`src/rtl/pipe_ctrl_pkg.sv`:
```
// Shared types and constants for the pipeline stall/flush sequencer.
// Stall vector bit order: [0]pc [1]if [2]id [3]ex [4]mem [5]wb, 1 = hold.
package pipe_ctrl_pkg;

    localparam int STALL_W      = 6;
    localparam int PERF_STALL_W = 32;
    localparam int PERF_FLUSH_W = 16;

    typedef logic [STALL_W-1:0] stall_t;

    // Each stall code freezes its stage and everything upstream of it.
    localparam stall_t STALL_NONE = 6'b000000;
    localparam stall_t STALL_IF   = 6'b000011;
    localparam stall_t STALL_ID   = 6'b000111;
    localparam stall_t STALL_EX   = 6'b001111;

    typedef enum logic [1:0] {
        PCS_RUN   = 2'd0,
        PCS_MC    = 2'd1,
        PCS_FLUSH = 2'd2
    } pcs_e;

endpackage

```
`src/rtl/pipe_mc_timer.sv`:
```
// Countdown timer for EX multi-cycle ops. Loaded with len-2 on the start cycle,
// so last_o rises in the final stalled cycle; abort drops it without a last pulse.
module pipe_mc_timer
    import pipe_ctrl_pkg::*;
#(
    parameter int MCLEN_W = 5
) (
    input  logic               clk,
    input  logic               rst,
    input  logic               load_i,
    input  logic [MCLEN_W-1:0] len_i,
    input  logic               abort_i,
    output logic               busy_o,
    output logic               last_o
);

    logic [MCLEN_W-1:0] cnt_q, cnt_d;
    logic               busy_q, busy_d;

    always_comb begin
        cnt_d  = cnt_q;
        busy_d = busy_q;
        if (abort_i) begin
            cnt_d  = '0;
            busy_d = 1'b0;
        end else if (load_i) begin
            // The start cycle and the final cycle are both outside the countdown.
            cnt_d  = len_i - MCLEN_W'(2);
            busy_d = 1'b1;
        end else if (busy_q) begin
            if (cnt_q == '0) begin
                busy_d = 1'b0;
            end else begin
                cnt_d = cnt_q - MCLEN_W'(1);
            end
        end
    end

    always_ff @(posedge clk) begin
        if (rst) begin
            cnt_q  <= '0;
            busy_q <= 1'b0;
        end else begin
            cnt_q  <= cnt_d;
            busy_q <= busy_d;
        end
    end

    assign busy_o = busy_q;
    assign last_o = busy_q && (cnt_q == '0);

endmodule

```
`src/rtl/pipe_ctrl.sv`:
```
// Pipeline stall/flush sequencer: merges IF/ID/EX stall requests and MEM redirects.
// Define PIPE_CTRL_PERF_EN to add saturating stall/flush cycle counters.
module pipe_ctrl
    import pipe_ctrl_pkg::*;
#(
    parameter int ADDR_W  = 32,
    parameter int MCLEN_W = 5
) (
    input  logic               clk,
    input  logic               rst,
    input  logic               if_stallreq_i,
    input  logic               id_stallreq_i,
    input  logic               ex_mc_start_i,
    input  logic [MCLEN_W-1:0] ex_mc_len_i,
    input  logic               flush_req_i,
    input  logic [ADDR_W-1:0]  flush_pc_i,
    output logic [STALL_W-1:0] stall_o,
    output logic               flush_o,
    output logic [ADDR_W-1:0]  new_pc_o,
    output logic               ex_mc_done_o
`ifdef PIPE_CTRL_PERF_EN
    ,
    output logic [PERF_STALL_W-1:0] perf_stall_o,
    output logic [PERF_FLUSH_W-1:0] perf_flush_o
`endif
);

    pcs_e              state_q, state_d;
    logic [ADDR_W-1:0] new_pc_q, new_pc_d;
    stall_t            stall_d;
    logic              done_d;
    logic              mc_load, mc_abort, mc_busy, mc_last;

    pipe_mc_timer #(
        .MCLEN_W (MCLEN_W)
    ) u_mc_timer (
        .clk     (clk),
        .rst     (rst),
        .load_i  (mc_load),
        .len_i   (ex_mc_len_i),
        .abort_i (mc_abort),
        .busy_o  (mc_busy),
        .last_o  (mc_last)
    );

    always_comb begin
        state_d  = state_q;
        new_pc_d = new_pc_q;
        stall_d  = STALL_NONE;
        done_d   = 1'b0;
        mc_load  = 1'b0;
        mc_abort = 1'b0;
        if (!rst) begin
            if (flush_req_i) begin
                // A redirect overrides everything, including an in-flight multi-cycle op.
                stall_d  = STALL_ID;
                new_pc_d = flush_pc_i;
                state_d  = PCS_FLUSH;
                mc_abort = (state_q == PCS_MC);
            end else begin
                unique case (state_q)
                    PCS_RUN: begin
                        if (ex_mc_start_i) begin
                            stall_d = STALL_EX;
                            if (ex_mc_len_i <= MCLEN_W'(1)) begin
                                done_d = 1'b1;
                            end else begin
                                mc_load = 1'b1;
                                state_d = PCS_MC;
                            end
                        end else if (id_stallreq_i) begin
                            stall_d = STALL_ID;
                        end else if (if_stallreq_i) begin
                            stall_d = STALL_IF;
                        end
                    end
                    PCS_MC: begin
                        stall_d = STALL_EX;
                        done_d  = mc_last;
                        // An idle timer here would otherwise lock the pipe; fall back to RUN.
                        if (mc_last || !mc_busy) begin
                            state_d = PCS_RUN;
                        end
                    end
                    PCS_FLUSH: begin
                        state_d = PCS_RUN;
                    end
                    default: begin
                        state_d = PCS_RUN;
                    end
                endcase
            end
        end
    end

    always_ff @(posedge clk) begin
        if (rst) begin
            state_q  <= PCS_RUN;
            new_pc_q <= '0;
        end else begin
            state_q  <= state_d;
            new_pc_q <= new_pc_d;
        end
    end

    assign stall_o      = stall_d;
    assign ex_mc_done_o = done_d;
    assign flush_o      = (state_q == PCS_FLUSH);
    assign new_pc_o     = new_pc_q;

`ifdef PIPE_CTRL_PERF_EN
    logic [PERF_STALL_W-1:0] perf_stall_q, perf_stall_d;
    logic [PERF_FLUSH_W-1:0] perf_flush_q, perf_flush_d;

    always_comb begin
        perf_stall_d = perf_stall_q;
        perf_flush_d = perf_flush_q;
        if ((stall_d != STALL_NONE) && (perf_stall_q != '1)) begin
            perf_stall_d = perf_stall_q + PERF_STALL_W'(1);
        end
        if ((state_q == PCS_FLUSH) && (perf_flush_q != '1)) begin
            perf_flush_d = perf_flush_q + PERF_FLUSH_W'(1);
        end
    end

    always_ff @(posedge clk) begin
        if (rst) begin
            perf_stall_q <= '0;
            perf_flush_q <= '0;
        end else begin
            perf_stall_q <= perf_stall_d;
            perf_flush_q <= perf_flush_d;
        end
    end

    assign perf_stall_o = perf_stall_q;
    assign perf_flush_o = perf_flush_q;
`endif

endmodule
```
`config.mk`:
```
export PLATFORM = sky130hd
export DESIGN_NAME = pipe_ctrl
export DESIGN_NICKNAME = d
export VERILOG_FILES = /design/src/rtl/pipe_ctrl_pkg.sv /design/src/rtl/pipe_mc_timer.sv /design/src/rtl/pipe_ctrl.sv
export SDC_FILE = /design/constraint.sdc
export NUM_CORES = 1
export LEC_CHECK = 0
export ABC_CLOCK_PERIOD_IN_PS = 2200
export CAP_MARGIN = 40
export CORE_MARGIN = 1
export CORE_UTILIZATION = 40
export CTS_CLUSTER_SIZE = 8
export DETAILED_ROUTE_END_ITERATION = 10
export PLACE_DENSITY = 0.86
export SLEW_MARGIN = 5
export SYNTH_ARGS = -nofsm -noshare
export SYNTH_HDL_FRONTEND = slang
export SYNTH_HIERARCHICAL = 1
export SYNTH_SLANG_ARGS = --single-unit
```
`constraint.sdc`:
```
create_clock -name clk -period 2.2 [get_ports clk]
set_input_delay 0.44 -clock clk [delete_from_list [all_inputs] [get_ports clk]]
set_output_delay 0.44 -clock clk [all_outputs]
set_load 0.01 [all_outputs]
```
==> out/qor.csv, run 1 <==
stage;metric;value;unit
status;status;finished clean;
clocking;htree depth;2;
global_route;vias in the first global route;1436;
place;Place WS;-348;ps
routing;WL/cell;12.7;um
sta;Final setup viols;0;
critical_path;r2r setup slk;390;ps
routing;initial DRC count;62;
routing;TritonRoute pass-1 iters;4;
global_route;largest net degree at the start of global routing;31;
pwr;cell-internal power;1.34;mW
floorplan;Die X;67.1;um
cells_and_area;area delta synth->final;64.7;%
sta;setup_tns;0;ps
sta;Tmin final;2160;ps
critical_path;Max FO, Critical Path;3;
global_route;GRT overflow;0;
synthesis;count of state elements after synthesis;40;
synthesis;synthesized area per cell;9.40;um2
critical_path;CP required;1760;ps
cells_and_area;final net count;320;
pwr;Peak VDD IR;0.000463;V
cells_and_area;ant diodes;0;
routing;via count;1579;
pwr;power share of the sequential group;45.0;%
sta;final max-slew violation count;0;
synthesis;post-synth cell types;38;
sta;post-route clock skew;7.63;ps
floorplan;row cnt;23;
pwr;Switch Pwr;0.409;mW
clocking;clock sinks;40;
synthesis;Post-synth EDFFs;0;
min_path;Worst Hold Class;in -> reg;
critical_path;crit start category;primary input;
critical_path;CP endpoint kind;primary output;
clocking;CTS buffer count;5;
synthesis;Synth Flop Type;dfxtp_1;
sta;Final Worst Setup Slack;42.8;ps
routing;Detail Route Antenna Nets;0;
clocking;Reg clk slew, reported paths;80;ps
synthesis;mapped cell area;0.00169;mm2
synthesis;yosys warns;6;
cells_and_area;Layout Utilization;69.2;%
critical_path;WP data arrival;1720;ps
clocking;CTS tree;built;
critical_path;critical path startpoint;ex_mc_start_i;
routing;# DRC;0;
place;Final GP Congestion;0.826;
floorplan;Starting Density;42.0;%
pwr;clock power share;35.5;%
sta;Hold Vio Cnt, Final;0;
synthesis;Synth top cells by count;43 x nor2_1, 40 x dfxtp_1, 32 x mux2i_1;
floorplan;I/O pin cnt;83;
cells_and_area;layout cells sized above 1;16.7;%
critical_path;worst r2r src;state_q[0];
floorplan;core area;0.00403;mm2
global_route;first-pass GRT wire length;6240;um
synthesis;FFs w/ async S/R, synth;0;%
synthesis;area leader, netlist;dfxtp_1;
pwr;leakage dissipation;1.22;nW
sta;f_max;464;MHz
global_route;initial antenna violation count;0;
synthesis;Synth top area share;47.3;%
sta;period utilization;98.1;%
routing;Vias/cell;4.84;
clocking;Clock Path Buffers;2;
job;max cap viols;0;
synthesis;cell with the most instances after synthesis;nor2_1;
clocking;clock latency on the worst-skew pair;280;ps
global_route;Total GRT Usage;18.6;%
synthesis;Syn Inst Count;180;
place;port bufs;80;
place;post-DP HPWL;3020;um
min_path;HP Start;flush_req_i;
floorplan;DIE AREA;0.00450;mm2
routing;WL final;4130;um
critical_path;critical path class;in -> out;
floorplan;die height;67.1;um
pwr;Pwr Density;627;mW/mm2
pwr;Net Sw Frac;23.4;%
synthesis;Seq/Total Area, Yosys;47.3;%
synthesis;top post-synthesis cells by area;dfxtp_1 47%, mux2i_1 19%, nor2_1 9.5%;
pwr;Comb pwr share;19.5;%
clocking;Root Buffer;clkbuf_8;
==> area by class of cell <==
class	instances	area (um2)
clock buffers	6	82.6
flip-flops and latches	40	801
repair buffers	100	933
clock inverters	2	38.8
inverters	7	26.3
well taps	50	62.6
multi-input cells	121	845
fillers	335	1240
==> through the flow <==
stage | area, um2 | hold slack [ps] | power (mW) | cells
after floorplan | 1700 | 517 | 0.947 | 181
after global placement | 2630 | 471 | 1.13 | 318
after detailed placement | 2630 | 484 | 1.14 | 318
after CTS | 2750 | 441 | 1.77 | 326
after global routing | 2790 | 447 | 1.83 | 326
final | 2790 | 460 | 1.75 | 326
==> worst paths after layout <==
path | depth (start not counted) | to
setup / recovery | 5 | stall_o[2]
hold / removal | 2 | state_q[1]
setup reg to reg | 7 | u_mc_timer/cnt_q[1]
hold reg to reg | 2 | new_pc_o[26]
==> worst max-delay path, stage by stage <==
cell             delay, ps
clkdlybuf4s50_1        440
or3_4                  380
a21oi_2                130
nor2_1                  40
dlygate4sd2_1          270
==> cell families (layout without fill, tap and decap cells) <==
family	Yosys count	count (layout)	synth area share, %
simple gates	69	69	20.0
flops	40	40	47.3
mux	32	32	18.9
buf+inv	20	115	5.91
compound gates	14	14	5.17
fa+ha+maj	2	2	1.48
xor+xnor	2	2	1.03
other cells	1	2	0.222
==> placed cells by master, fill, tap and decap left out, types with 2 or more instances in the layout <==
cell and count:
nand2_1 3, or3_4 2, clkdlybuf4s50_1 72, nor3_1 4, a21oi_2 2, dlygate4sd2_1 2, buf_2 4, buf_4 20
ha_1 2, conb_1 2, mux2i_1 32, nand3b_1 2, dlymetal6s2s_1 2, inv_1 7, clkbuf_8 6, dfxtp_1 40
a21oi_1 5, nor2_1 42
==> sequential cells by signal, summed over array words and instances (netlist names) <==
| name | flops |
|---|---|
| new_pc_o | 32 |
| state_q | 2 |
| u_mc_timer/cnt_q | 5 |
| u_mc_timer/busy_o | 1 |
==> layer usage <==
layer	vias to the layer above	track usage [%]	wire (um)
li1	795	-	-
met1	726	20.6	1730
met2	56	31.0	2020
met3	2	8.56	363
met4	0	6.38	20
met5	-	0	0
==> power groups by stage <==
stage                     registers [mW]  clock network, mW  logic, mW
final                              0.787              0.622      0.340
after global routing               0.792              0.673      0.369
after CTS                          0.787              0.649      0.336
after detailed placement           0.803                  0      0.336
after global placement             0.801                  0      0.329
after floorplan                    0.820                  0      0.128
==> timing repair <==
action                                  in CTS  in global routing
pin swaps                                    2                  5
hold endpoints to repair                     0                  0
hold buffers                                 0                  0
gates resized for setup                     16                 10
buffers inserted                             0                  0
endpoints found under the setup margin       5                  4
Power figures use the tool's default switching activity.
==> run 2: changes to the inputs <==
ABC_AREA = 0   (was default)
==> results of run 2 <==
Final layout, timing and power as in run 1 (identical DEF).
==> run 3: changes to the inputs <==
HOLD_SLACK_MARGIN = 0.05   (was default)
REMOVE_ABC_BUFFERS = 1   (was default)
==> run 3 against run 2 <==
  * Hold slack gained 16 ps
  * Clock-buffer cell count grew 2
  * Largest power group unchanged
  * Critical path depth is the same
  * Core utilization shrank 1.6 points
  * Largest cell class unchanged
==> out/qor.csv, run 3 (synthesized netlist as in run 1, its figures left out) <==
stage;metric;value;unit;change
place;Final GP Congestion;0.824;;was 0.826
pwr;overall power;1.62;mW;was 1.75 mW
global_route;met1 usage;19.7;%;was 20.6%
global_route;vias in the first global route;1420;;was 1,436
status;status;finished clean;;unchanged
pwr;leakage dissipation;1.19;nW;was 1.22 nW
clocking;Clock Path Buffers;2;;unchanged
clocking;Reg clk slew, reported paths;80;ps;about the same
clocking;clock latency on the worst-skew pair;290;ps;was 280 ps
floorplan;row cnt;23;;unchanged
routing;WL/cell;13.0;um;was 12.7 um
pwr;Peak VDD IR;0.000453;V;was 0.000463 V
critical_path;CP max stage delay;430;ps;was 440 ps
cells_and_area;layout cells sized above 1;15.7;%;was 16.7%
clocking;CTS tree;built;;unchanged
min_path;Worst Hold Class;in -> reg;;unchanged
clocking;Root Buffer;clkbuf_8;;unchanged
critical_path;CP required;1760;ps;about the same
cells_and_area;commonest cells after routing, fill and taps aside;72 x clkdlybuf4s50_1, 42 x nor2_1, 39 x dfxtp_1, 32 x mux2i_1, 18 x buf_4;;was 72 x clkdlybuf4s50_1, 42 x nor2_1, 40 x dfxtp_1, 32 x mux2i_1, 20 x buf_4
sta;setup_tns;0;ps;unchanged
critical_path;crit-path cells;clkdlybuf4s50_1, or3_2, a21oi_2, nor2_1, clkdlybuf4s15_1;;was clkdlybuf4s50_1, or3_4, a21oi_2, nor2_1, dlygate4sd2_1
place;post-DP HPWL;2970;um;was 3020 um
cells_and_area;number of flip-flops under the largest register name;32;;unchanged
critical_path;crit start category;primary input;;unchanged
sta;Final setup viols;0;;unchanged
global_route;first-pass GRT wire length;6070;um;was 6240 um
sta;f_max;464;MHz;about the same
sta;period utilization;98.0;%;was 98.1%
global_route;global routing's busiest layer;met2;;unchanged
floorplan;DIE AREA;0.00450;mm2;unchanged
floorplan;core area;0.00403;mm2;unchanged
global_route;initial antenna violation count;0;;unchanged
routing;initial DRC count;55;;was 62
clocking;htree depth;2;;unchanged
global_route;met2 Resource Use GR;31.0;%;unchanged
floorplan;I/O pin cnt;83;;unchanged
routing;via count;1561;;was 1,579
sta;Hold Vio Cnt, Final;0;;unchanged
pwr;Pwr Density;595;mW/mm2;was 627 mW/mm2
global_route;largest net degree at the start of global routing;31;;unchanged
cells_and_area;leading cell type in the layout, fill and taps excluded;clkdlybuf4s50_1;;unchanged
routing;Vias/cell;4.82;;was 4.84
clocking;Hold Buf Count CTS;0;;unchanged
sta;RSZ-0062 raised after global routing;yes;;
job;max cap viols;0;;unchanged
cells_and_area;final net count;318;;was 320
floorplan;die height;67.1;um;unchanged
critical_path;Max FO, Critical Path;2;;was 3
sta;Tmin final;2160;ps;about the same
sta;post-route clock skew;7.49;ps;was 7.63 ps
global_route;Total GRT Usage;17.8;%;was 18.6%
sta;final max-slew violation count;0;;unchanged
routing;Detail Route Antenna Nets;0;;unchanged
routing;TritonRoute pass-1 iters;4;;unchanged
cells_and_area;ant diodes;0;;unchanged
critical_path;CP endpoint kind;primary output;;unchanged
routing;WL final;4210;um;was 4130 um
global_route;met3 Resource Use GR;6.51;%;was 8.56%
cells_and_area;area delta synth->final;61.0;%;was 64.7%
clocking;Setup Buffers After CTS;0;;unchanged
clocking;CTS buffer count;5;;unchanged
clocking;clock sinks;40;;unchanged
floorplan;Die X;67.1;um;unchanged
place;port bufs;80;;unchanged
critical_path;critical path class;in -> out;;unchanged
critical_path;slowest cell on the critical path;or3_2;;was clkdlybuf4s50_1
global_route;GRT overflow;0;;unchanged
routing;# DRC;0;;unchanged
floorplan;Starting Density;42.0;%;unchanged
critical_path;WP data arrival;1720;ps;about the same
-- run 3: final timing paths --
check / slack, ps / to / cells past startpoint / startpoint
worst min-delay path: 480 / state_q[0] / 3 / flush_req_i
worst max register to register: 340 / u_mc_timer/cnt_q[1] / 7 / state_q[0]
worst min register to register: 500 / new_pc_o[14] / 2 / new_pc_o[14]
worst max-delay path: 40 / stall_o[2] / 5 / id_stallreq_i
-- run 3: final cells by class --
class / instances / area [um2]
Fill cell: 322 / 1300
Timing Repair Buffer: 98 / 916
Multi-Input combinational cell: 121 / 828
Sequential cell: 40 / 802
Clock buffer: 8 / 90.1
Tap cell: 50 / 62.6
Inverter: 7 / 26.3
-- run 3: metal layers --
layer  wire length [um]  part of all wire [%]  vias to the layer above
li1                   -                     -                      788
met1               1740                    41                      714
met2               2160                    51                       52
met3                259                   6.2                        7
met4                 59                   1.4                        0
met5                  0                     0                        -
-- run 3: stage by stage --
stage	hold WS (ps)	util, %	worst slack [ps]	std cells	cell area, um2
after floorplan	512	-	273	168	1620
after global placement	471	64.9	-325	316	2620
after detailed placement	488	64.9	-329	316	2620
after CTS	472	67.3	-89.4	324	2710
after global routing	483	67.6	-9.87	324	2730
final	477	67.6	44.5	324	2730
-- run 3: where the power goes --
part / internal (mW) / switching (mW)
registers: 0.766 / 0.0214
logic: 0.201 / 0.136
clock network: 0.256 / 0.242
-- run 3: critical path, delay by kind of cell --
kind	cells	cell delay (ps)
compound gates	1	150
buf+inv	2	650
simple gates	2	480
-- run 3: repair_timing --
| item | CTS | global route |
|---|---|---|
| resized for setup | 12 | 12 |
| setup endpoints to repair | 5 | 6 |
| pin swaps | 1 | 1 |
